<file path="src/rtl/usb_crc_pkg.sv">
`default_nettype none
// ------------------------------------------------------------------
// usb_crc_pkg : shared CRC-16/USB constants, FSM state type, bit step
// Rev 1.0
// ------------------------------------------------------------------
package usb_crc_pkg;

  localparam logic [15:0] CRC16_POLY_REFL = 16'hA001;
  localparam logic [15:0] CRC16_INIT      = 16'hFFFF;
  localparam logic [15:0] CRC16_RESIDUE   = 16'hB001;

  typedef enum logic [1:0] {
    IDLE   = 2'd0,
    SHIFT  = 2'd1,
    OUT_LO = 2'd2,
    OUT_HI = 2'd3
  } crc_state_t;

  // One reflected CRC step for a single data bit.
  function automatic logic [15:0] crc16_bit_step(input logic [15:0] crc, input logic b);
    logic [15:0] nxt;
    nxt = crc >> 1;
    if (crc[0] ^ b) nxt = nxt ^ CRC16_POLY_REFL;
    return nxt;
  endfunction

endpackage
`default_nettype wire

</file>
<file path="src/rtl/tx_crc16_gen_if.sv">
`default_nettype none
// ------------------------------------------------------------------
// tx_crc16_gen_if : byte-in / CRC-pop handshake bundle
// Rev 1.0
// ------------------------------------------------------------------
interface tx_crc16_gen_if;

  logic       clear;
  logic       in_valid;
  logic [7:0] in_data;
  logic       in_ready;
  logic       crc_valid;
  logic [7:0] crc_out;
  logic       crc_pop;
  logic       busy;
  logic [6:0] byte_count;

  modport master (
    output clear, in_valid, in_data, crc_pop,
    input  in_ready, crc_valid, crc_out, busy, byte_count
  );

  modport slave (
    input  clear, in_valid, in_data, crc_pop,
    output in_ready, crc_valid, crc_out, busy, byte_count
  );

endinterface
`default_nettype wire

</file>
<file path="src/rtl/crc16_serial_core.sv">
`default_nettype none
// ------------------------------------------------------------------
// crc16_serial_core : bit-serial CRC-16/USB register with byte latch
// Rev 1.0
// ------------------------------------------------------------------
module crc16_serial_core
  import usb_crc_pkg::*;
(
  input  logic        clk,
  input  logic        n_rst,
  input  logic        load,
  input  logic        init,
  input  logic [7:0]  data,
  output logic        done,
  output logic [15:0] crc
);

  logic [15:0] r_crc;
  logic [7:0]  r_shreg;
  logic [2:0]  r_bit_cnt;
  logic        r_active;

  // init dominates load so an abort can never start a new byte
  always_ff @(posedge clk or negedge n_rst) begin
    if (!n_rst) begin
      r_crc     <= CRC16_INIT;
      r_shreg   <= 8'h00;
      r_bit_cnt <= 3'd0;
      r_active  <= 1'b0;
    end else if (init) begin
      r_crc     <= CRC16_INIT;
      r_bit_cnt <= 3'd0;
      r_active  <= 1'b0;
    end else if (load) begin
      r_shreg   <= data;
      r_bit_cnt <= 3'd0;
      r_active  <= 1'b1;
    end else if (r_active) begin
      r_crc     <= crc16_bit_step(r_crc, r_shreg[0]);
      r_shreg   <= r_shreg >> 1;
      r_bit_cnt <= r_bit_cnt + 3'd1;
      if (r_bit_cnt == 3'd7) r_active <= 1'b0;
    end
  end

  assign done = r_active && (r_bit_cnt == 3'd7);
  assign crc  = r_crc;

endmodule
`default_nettype wire

</file>
<file path="src/rtl/tx_crc16_gen.sv">
`default_nettype none
// ------------------------------------------------------------------
// tx_crc16_gen : regenerates USB DATA CRC16 over the encrypted payload
// Rev 1.0
// ------------------------------------------------------------------
module tx_crc16_gen
  import usb_crc_pkg::*;
#(
  parameter int PAYLOAD_BYTES = 16
) (
  input  logic          clk,
  input  logic          n_rst,
  tx_crc16_gen_if.slave bus
);

  localparam logic [6:0] c_payload_bytes = 7'(PAYLOAD_BYTES);

  crc_state_t  r_state;
  logic [6:0]  r_byte_count;
  logic        w_load;
  logic        w_init;
  logic        w_done;
  logic [15:0] w_crc;

  assign w_load = !bus.clear && (r_state == IDLE) && bus.in_valid;
  assign w_init = bus.clear || ((r_state == OUT_HI) && bus.crc_pop);

  crc16_serial_core u_core (
    .clk  (clk),
    .n_rst(n_rst),
    .load (w_load),
    .init (w_init),
    .data (bus.in_data),
    .done (w_done),
    .crc  (w_crc)
  );

  always_ff @(posedge clk or negedge n_rst) begin
    if (!n_rst) begin
      r_state      <= IDLE;
      r_byte_count <= 7'd0;
    end else if (bus.clear) begin
      r_state      <= IDLE;
      r_byte_count <= 7'd0;
    end else begin
      case (r_state)
        IDLE: begin
          if (bus.in_valid) begin
            r_state <= SHIFT;
            if (r_byte_count < c_payload_bytes) r_byte_count <= r_byte_count + 7'd1;
          end
        end
        SHIFT: begin
          if (w_done) r_state <= (r_byte_count < c_payload_bytes) ? IDLE : OUT_LO;
        end
        OUT_LO: begin
          if (bus.crc_pop) r_state <= OUT_HI;
        end
        OUT_HI: begin
          if (bus.crc_pop) begin
            r_state      <= IDLE;
            r_byte_count <= 7'd0;
          end
        end
        default: r_state <= IDLE;
      endcase
    end
  end

  // Outputs depend only on registered state, never on this cycle's inputs
  assign bus.in_ready   = (r_state == IDLE);
  assign bus.busy       = (r_state != IDLE);
  assign bus.crc_valid  = (r_state == OUT_LO) || (r_state == OUT_HI);
  assign bus.byte_count = r_byte_count;
  assign bus.crc_out    = (r_state == OUT_LO) ? ~w_crc[7:0]  :
                          (r_state == OUT_HI) ? ~w_crc[15:8] : 8'h00;

endmodule
`default_nettype wire

</file>
<file path="src/flat_wrapper.sv">
// flat-port wrapper written by rule: the top's interface ports become plain ports
module tx_crc16_gen_flat import usb_crc_pkg::*;
#(
  parameter int PAYLOAD_BYTES = 16
)
  (clk, n_rst, bus_clear, bus_in_valid, bus_in_data, bus_crc_pop, bus_in_ready, bus_crc_valid, bus_crc_out, bus_busy, bus_byte_count);
  tx_crc16_gen_if bus_i ();
  input  logic clk;
  input  logic n_rst;
  input wire logic [$bits(bus_i.clear)-1:0] bus_clear;
  input wire logic [$bits(bus_i.in_valid)-1:0] bus_in_valid;
  input wire logic [$bits(bus_i.in_data)-1:0] bus_in_data;
  input wire logic [$bits(bus_i.crc_pop)-1:0] bus_crc_pop;
  output wire logic [$bits(bus_i.in_ready)-1:0] bus_in_ready;
  output wire logic [$bits(bus_i.crc_valid)-1:0] bus_crc_valid;
  output wire logic [$bits(bus_i.crc_out)-1:0] bus_crc_out;
  output wire logic [$bits(bus_i.busy)-1:0] bus_busy;
  output wire logic [$bits(bus_i.byte_count)-1:0] bus_byte_count;
  assign bus_i.clear = bus_clear;
  assign bus_i.in_valid = bus_in_valid;
  assign bus_i.in_data = bus_in_data;
  assign bus_i.crc_pop = bus_crc_pop;
  assign bus_in_ready = bus_i.in_ready;
  assign bus_crc_valid = bus_i.crc_valid;
  assign bus_crc_out = bus_i.crc_out;
  assign bus_busy = bus_i.busy;
  assign bus_byte_count = bus_i.byte_count;
  tx_crc16_gen #(.PAYLOAD_BYTES(PAYLOAD_BYTES)) u_core (.clk(clk), .n_rst(n_rst), .bus(bus_i));
endmodule
</file>
<file path="config.mk">
export PLATFORM = sky130hd
export DESIGN_NAME = tx_crc16_gen_flat
export DESIGN_NICKNAME = d
export VERILOG_FILES = /design/src/rtl/usb_crc_pkg.sv /design/src/rtl/tx_crc16_gen_if.sv /design/src/rtl/crc16_serial_core.sv /design/src/rtl/tx_crc16_gen.sv /design/src/flat_wrapper.sv
export SDC_FILE = /design/constraint.sdc
export NUM_CORES = 1
export LEC_CHECK = 0
export BUFFER_PORTS_ARGS = -buffer_cell sky130_fd_sc_hd__buf_2
export CAP_MARGIN = 25
export CORE_ASPECT_RATIO = 1.2
export CORE_UTILIZATION = 40
export DETAILED_ROUTE_END_ITERATION = 10
export HOLD_SLACK_MARGIN = 0.08
export PLACE_DENSITY = 0.69
export SYNTH_ARGS = -nofsm -noshare
export SYNTH_HDL_FRONTEND = slang
export SYNTH_SLANG_ARGS = --single-unit
</file>
<file path="constraint.sdc">
create_clock -name clk -period 2.2 [get_ports clk]
set_clock_uncertainty 0.05 [all_clocks]
set_input_delay 0.55 -clock clk [delete_from_list [all_inputs] [get_ports clk]]
set_output_delay 0.55 -clock clk [all_outputs]
set_load 0.03 [all_outputs]
</file>
Word level (Yosys, flattened, before mapping)
Cells that the tools add are included.
{"block": "totals", "regBits": 37, "latch_bits": 0, "ramBits": 0, "rom_bits": 0, "input_bits": 13, "output_inout_bits": 18, "elab_cells": 68, "n_memories": 0}
{"block": "op_classes", "addsub": 2, "n_mul": 0, "n_div": 0, "magnitude_cmp": 1, "n_eq_ne": 10, "n_shift": 0, "muxes": 27, "bitwise": 5, "reduce_logical": 17}
{"op": "2-to-1 mux 16 bit", "n": 4}
{"op": "2-to-1 mux 8 bit", "n": 4}
{"op": "2-to-1 mux 7 bit", "n": 4}
{"op": "NOT 8 bit", "n": 2}
{"op": "case mux 7 bit (2 select lines)", "n": 1}
{"op": "2-to-1 mux 2 bit", "n": 6}
{"op": "!= test 3 bit, second input constant", "n": 4}
{"op": "2-to-1 mux 3 bit", "n": 3}
{"op": "case mux 2 bit (4 select lines)", "n": 1}
{"op": "AND reduction 4 bit", "n": 2}
{"op": "adder 7 x 1 -> 7 bit, second input constant", "n": 1}
{"op": "less-than comparator 7 x 5 -> 1 bit, second input constant", "n": 1}
{"op": "nonzero test 2 bit", "n": 3}
{"op": "nonzero test 3 bit", "n": 2}
{"op": "equality test 2 bit, second input constant", "n": 2}
{"op": "logical AND 1 bit", "n": 4}
{"op": "2-to-1 mux 1 bit", "n": 4}
{"op": "AND reduction 2 bit", "n": 2}
{"op": "adder 3 x 1 -> 3 bit, second input constant", "n": 1}
{"op": "equality test 3 bit, second input constant", "n": 1}
{"op": "!= test 3 x 2 -> 1 bit, second input constant", "n": 1}
{"op": "NOT 2 -> 3 bit", "n": 1}
{"op": "equality test 2 x 1 -> 1 bit, second input constant", "n": 1}
{"op": "logical NOT 2 bit", "n": 1}
{"op": "5 further kinds", "n": 6}

Depth between registers and ports, before layout
Gate-level depths: netlist (run 1).
{"block": "depth", "word_depth": 5, "ltp_mapped": 7}

Modules after synthesis
Synthesis (run 1) repeated with hierarchy kept, for this count alone.
{"block": "hier_totals", "cells_unflattened": 203, "area_unflattened_um2": 1945.6}
{"module": "crc16_serial_core", "instances": 1, "cells_per_inst": 132, "area_per_inst_um2": 1320.0, "seq_area_each_um2": 720.7}
{"module": "tx_crc16_gen", "instances": 1, "cells_per_inst": 71, "area_per_inst_um2": 625.6, "seq_area_each_um2": 225.2}

Worst setup path before layout (run 1)
Ideal clock, no wire load.
{"block": "synth_timing", "path_kind": "reg-to-output", "startpoint": "reg u_core.r_state[0]", "endpoint": "out bus_crc_out[0]", "t_arrival_ns": 1.434, "slack_ns": 0.166, "stages_incl_launch_ff": 5, "n_path_buf": 2, "cell_sequence": "dfrtp_1 -> buf_2 -> clkbuf_1 -> mux2i_1 -> and2_1"}
{"block": "synth_between", "elab_chain_len": 3}
{"element": "start, declared", "line_no": "tx_crc16_gen.sv:18", "text": "crc_state_t r_state;"}
{"element": "start signal, assigned", "line_no": "tx_crc16_gen.sv:54", "text": "if (w_done) r_state <= (r_byte_count < c_payload_bytes) ? IDLE : OUT_LO;"}
{"element": "equality test 2 bit", "line_no": "tx_crc16_gen.sv:76", "text": "(r_state == OUT_HI) ? ~w_crc[15:8] : 8'h00;"}
{"element": "2-to-1 mux 8 bit", "line_no": "tx_crc16_gen.sv:76"}
{"element": "2-to-1 mux 8 bit (*)", "line_no": "tx_crc16_gen.sv:75", "text": "assign bus.crc_out = (r_state == OUT_LO) ? ~w_crc[7:0] :"}
{"element": "end, declared", "line_no": "flat_wrapper.sv:16", "text": "output wire logic [$bits(bus_i.crc_out)-1:0] bus_crc_out;"}
Mark *: on every way between the ends. The rest lies on a longest branch, timed or not.

Worst setup path in the final report (run 1)
{"block": "layout_timing", "startpoint": "reg u_core.r_state[0]", "endpoint": "out bus_crc_out[1]"}
The elaborated chain is that of the path after synthesis.

==> impl_results.md, run 1 <==
- Outcome: finished, final reports clean
- Core box area: 4359 µm²
- Slew Limit Fails: 0
- Logic pwr share: 0.206
- Initial antenna violation count: 0
- GRT met3 Usage: 0.05090
- Met1 usage: 0.2061
- Final wirelength: 3392 µm
- Worst r2r dst: u_core.u_core.r_shreg[1]
- Crit path arrival time: 1360 ps
- Synth cell count leaders: dfrtp_1, dfstp_2, o22a_1, mux2_2, and2_1
- Fillers: 428
- Sw Share: 0.2763
- Post-Syn Area: 1851 µm²
- FMAX: 508.9 MHz
- CP Capture Type: output pin
- Net Sw Power: 0.4516 mW
- IO Pins: 31
- Vias in the first global route: 1338
- Initial DRC count: 81
- Peak supply drop: 382.7 µV
- Initial Util: 0.4245
- Clock Pin Slew Worst Setup and Hold Paths: 70 ps
- TritonCTS clock tree: yes
- Port Buffer Count: 30
- Mean Syn Cell Area: 11.57 µm²
- Ant. Diodes: 0
- DRC: 0
- Routability cong.: 0.7735
- Clock Tree Buf Depth: 2
- Yosys reg bits: 37
- Mapped Nets: 176
- Worst-Margin Slew: 717.8 ps
- Most frequent cell after synthesis: dfrtp_1
- Clock buffer count from CTS: 5
- Ys async rst share: 1.000
- Netlist cell types: 35
- Share of cells above drive strength 1: 0.3990
- Vias: 1330
- Flop pwr share: 0.515
- Pin count of the biggest net entering global routing: 34
- Internal power: 1.183 mW
- GRT Util Overall: 0.1606
- Worst rel slew slack: 0.5214
- Most used DFF post-synth: dfrtp_1
- Count of flip-flops with a built-in enable after synthesis: 0
- CTS hold repair buffers: 0
- Max-cap viol count: 0
- Adder-cell share of the synthesized area: 0.02028
- Die width: 64.09 µm
- HPWL Detailed: 2400 µm
- Antenna Nets Post-Route: 0
- RR Startpoint: u_core.r_state[1]
- First-pass iteration count of the detailed router: 4
- CTS Sinks: 37
- Synth top area cells: dfrtp_1, dfstp_2, mux2_2
- Post-Synth XOR/XNOR Area: 0.02366
- Synth Area in Compound Gates: 0.1487
- Clock latency on the worst-skew pair: 290 ps
- Worst Path Required: 1600 ps
- Register area: 947.2 µm²
- Met2 usage: 0.2479
- Final hold viol count: 0
- Cells after Synth: 160
- Crit Path Class: reg2out
- Die Y: 76.51 µm
- Area leader, netlist: dfrtp_1
- Fin crit period: 1965 ps
- Post-Route Setup TNS: 0 ps
- Clock Tree Root: clkbuf_8
- Yosys top cell area share: 0.2840
- Synth Area in Simple Gates: 0.1176
- Full die area: 4904 µm²
- Mux share of post-synthesis cell area: 0.1332
- Crit Path Max Fanout: 7
- Multi-input combinational cell area: 827.0 µm²
- Yosys warning total: 0
- Main combinational cell family by area after synthesis: compound AO/OA/AOI/OAI gates
- Final std cells w/o fill: 254
- CP Launch Type: flip-flop
- WL per Instance: 13.35 µm
- Worst hold path type: in2async
- Area grow syn2layout: 17.38%
- Reg2Reg Setup Slack: 260 ps
- Period utilisation layout: 0.8931
- Placement Rows: 26
- Nets: 213
- GRT Max-Usage Layer: met2
- First-pass GRT wire length: 6099 µm
- PwrDens: 752.5 nW/µm²
- Global route overflow: 0
- RSZ-0062 raised after global routing: no
- Power share of the clock group: 0.280
- Final setup violation count: 0
- Placed insts: 245
- CTS H-Tree Depth: 2
- Reg2reg path depth: 5
- Seq/Total Area, Yosys: 0.5112
- Number of vias per cell: 5.236
- Leakage power: 0.9768 nW
==> logic make-up after synthesis <==
kind of cell | after synthesis
compound gates | 36
xor+xnor | 5
fa+ha+maj | 3
buf+inv | 15
flops | 37
mux | 23
simple gates | 41
==> metal layers <==
metal  wire length (µm)  vias to the layer above
li1                   -                      640
met1               1664                      654
met2               1499                       30
met3                162                        6
met4                 65                        0
met5                  0                        -
==> how the worst max path moves through the flow <==
stage / to / start / cells after the start / slack (ps)
CTS: bus_crc_out[1] / u_core.r_state[0] / 4 / 70
global placement: u_core.u_core.crc[11] / bus_clear / 4 / 90
detailed placement: u_core.u_core.crc[14] / bus_crc_pop / 5 / 210
finish: bus_crc_out[1] / u_core.r_state[0] / 4 / 240
floorplan: bus_crc_out[0] / u_core.r_state[0] / 4 / 170
global route: bus_crc_out[1] / u_core.r_state[0] / 4 / 150
==> timing repair <==
item	4_1_cts	5_1_grt
endpoints found under the setup margin	3	1
gates resized for setup	1	0
endpoints found under the hold margin	0	0
buffers inserted	0	1
==> layout make-up <==
type / count / share of cell area
Tap cell: 56 / 0.03226
Timing Repair Buffer: 41 / 0.1071
Inverter: 4 / 0.006912
Multi-Input combinational cell: 108 / 0.3808
Sequential cell: 37 / 0.4361
Clock buffer: 8 / 0.03687
==> critical path: stages, from the launching register on <==
cell and delay (ps):
dfrtp_2 380, buf_4 170, mux2i_1 200, and2_1 130, buf_2 190
==> registers in the layout, indices dropped and copies added, names as in the netlist <==
register	count
u_core.u_core.crc	16
u_core.u_core.r_active	1
u_core.bus.byte_count	7
u_core.u_core.r_shreg	8
u_core.u_core.r_bit_cnt	3
u_core.r_state	2
==> power groups by stage <==
stage | clock network, mW | logic (mW) | registers, mW
floorplan | 0 | 0.247 | 0.855
global placement | 0 | 0.323 | 0.857
detailed placement | 0 | 0.333 | 0.859
CTS | 0.473 | 0.335 | 0.847
global route | 0.499 | 0.378 | 0.858
finish | 0.457 | 0.336 | 0.842
==> cells in the final DEF (no fill, tap or decap), types with 3 or more instances in the layout <==
cell type and instances:
and2_1 11, inv_1 4, a21oi_1 3, clkbuf_1 3, o22a_1 15, mux2i_1 10
nor2_1 7, xor2_1 3, or3_1 3, buf_4 11, ha_1 3, nand2b_1 3
dfstp_2 16, nand2_1 10, o21ai_0 7, clkbuf_8 5, buf_2 30, dfrtp_1 20
mux2_2 13
==> stage by stage <==
stage / total power [mW] / utilization / setup slack, ps / cell area, µm² / hold WS [ps]
final: 1.634 / 0.4983 / 235.1 / 2172 / 259.5
after global routing: 1.735 / 0.4983 / 146.1 / 2172 / 316.5
after CTS: 1.655 / 0.4966 / 65.34 / 2165 / 279.9
after detailed placement: 1.192 / 0.4779 / 210.6 / 2083 / 445.2
after global placement: 1.180 / 0.4762 / 94.66 / 2076 / 436.7
after floorplan: 1.102 / - / 165.8 / 1851 / 204.4
(Power assumes the default switching activity.)
==> inputs of run 2 (changes only) <==
Settings changed: PLACE_DENSITY 0.69 to unset, RECOVER_POWER set to 25.
Clock period 2.2 ns to 2 ns, I/O delays scaled along.
==> run 2 against run 1 <==
Sequential power up 10%. Non-clock buffer count is the same. Combinational power rose by 11%. Hold slack improved by 33 ps. First-iteration DRC count shrank 8.6%. Core utilization increased by 0.49 points. Wire length up 5.3%. Cell area rose by 0.98%. Global-route usage decreased by 0.35 points.
==> impl_results.md, run 2 (synthesis gave the netlist of run 1 again) <==
- GRT Util Overall: 0.1571
- Worst rel slew slack: 0.3436
- Clock Tree Root: clkbuf_8
- HPWL Detailed: 2582 µm
- Full die area: 4904 µm²
- First-pass iteration count of the detailed router: 2
- Routability cong.: 0.8001
- Period utilisation layout: 0.9451
- FMAX: 529.0 MHz
- Commonest non-fill, non-tap cells in the layout: buf_2, dfrtp_1, dfstp_2, o22a_1, mux2_2
- Clock Pin Slew Worst Setup and Hold Paths: 80 ps
- Slew Limit Fails: 0
- Clock buffer count from CTS: 5
- Worst Path Required: 1450 ps
- Ant. Diodes: 0
- CTS H-Tree Depth: 2
- Crit Path Class: reg2out
- Final hold viol count: 0
- Peak supply drop: 619.9 µV
- PwrDens: 853.9 nW/µm²
- Core box area: 4359 µm²
- Fin crit period: 1890 ps
- Final wirelength: 3572 µm
- Outcome: finished, final reports clean
- Nets: 213
- Leakage power: 0.9888 nW
- Commonest non-fill, non-tap cell in the layout: buf_2
- Initial Util: 0.4245
- Crit path arrival time: 1340 ps
- Die width: 64.09 µm
- CP Capture Type: output pin
- Clock Tree Buf Depth: 2
- Antenna Nets Post-Route: 0
- Placement Rows: 26
- Share of cells above drive strength 1: 0.4141
- IO Pins: 31
- Initial antenna violation count: 0
- Pwr Total: 1.873 mW
- Pin count of the biggest net entering global routing: 21
- RSZ-0062 raised after global routing: no
- Number of vias per cell: 5.138
- Port Buffer Count: 30
- WL per Instance: 14.06 µm
- First-pass GRT wire length: 5968 µm
- CTS Sinks: 37
- Die Y: 76.51 µm
- DRC: 0
- Global route overflow: 0
- Crit Path Max Fanout: 5
- Area grow syn2layout: 18.53%
- Max reg flops: 16
- Vias: 1305
- CTS hold repair buffers: 0
- Max-cap viol count: 0
- Worst hold path type: in2async
- Clock latency on the worst-skew pair: 290 ps
- TritonCTS clock tree: yes
- Final core occ: 0.5032
- CP Launch Type: flip-flop
- Initial DRC count: 74
- Vias in the first global route: 1293
- Fillers: 421
- Worst-Margin Slew: 984.6 ps
- Final setup violation count: 0
## run 2: worst max-delay path: stages (launching register included)
cell,delay (ps)
dfrtp_2,410
buf_4,170
mux2i_1,150
and2_1,140
buf_2,190
## run 2: final timing paths
path	start	endpoint	slack [ps]	depth (start not counted)
worst max-delay path	u_core.r_state[0]	bus_crc_out[6]	110	4
worst min-delay path	n_rst	u_core.bus.byte_count[0]	290	1
worst max register to register	u_core.r_state[0]	u_core.u_core.r_shreg[2]	110	5
worst min register to register	u_core.u_core.r_shreg[1]	u_core.u_core.r_shreg[1]	460	1
max in group asynchronous	n_rst	u_core.u_core.crc[14]	550	2
min in group clk	bus_in_data[7]	u_core.u_core.r_shreg[7]	370	3
## run 2: layout make-up
type | instances | area, µm² | share of cell area
tap | 56 | 70.07 | 0.03195
multi-input combinational | 108 | 830.8 | 0.3788
sequential | 37 | 947.2 | 0.4318
inverter | 4 | 15.01 | 0.006845
clock buffer | 7 | 96.34 | 0.04392
timing repair buffer | 41 | 229.0 | 0.1044
clock inverter | 1 | 5.005 | 0.002282
## run 2: stage by stage
step / setup slack [ps] / instance area [µm²] / instances / hold WS, ps / setup TNS (ps)
floorplan: 15.85 / 1851 / 160 / 154.4 / 0
global placement: 62.38 / 2096 / 245 / 411.0 / 0
detailed placement: -56.99 / 2096 / 245 / 418.8 / -366.0
CTS: 80.18 / 2210 / 254 / 99.79 / 0
global route: 20.57 / 2193 / 254 / 369.4 / 0
finish: 109.8 / 2193 / 254 / 292.4 / 0
## run 2: metal layers
| metal | wire, µm | track usage | vias up |
|---|---|---|---|
| li1 | - | - | 637 |
| met1 | 1642 | 0.1916 | 635 |
| met2 | 1732 | 0.2628 | 27 |
| met3 | 152 | 0.04940 | 6 |
| met4 | 44 | 0.04667 | 0 |
| met5 | 0 | 0 | - |
## run 2: timing repair
item	in CTS	in global routing
setup buffers	1	0
endpoints found under the setup margin	21	0
resized for setup	2	0
## run 2: power breakdown
| group | internal (mW) | leakage [nW] | switching [mW] |
|---|---|---|---|
| Clock | 0.311 | 0.0542 | 0.260 |
| Sequential | 0.861 | 0.443 | 0.0683 |
| Combinational | 0.193 | 0.492 | 0.180 |
| Total | 1.36 | 0.989 | 0.508 |
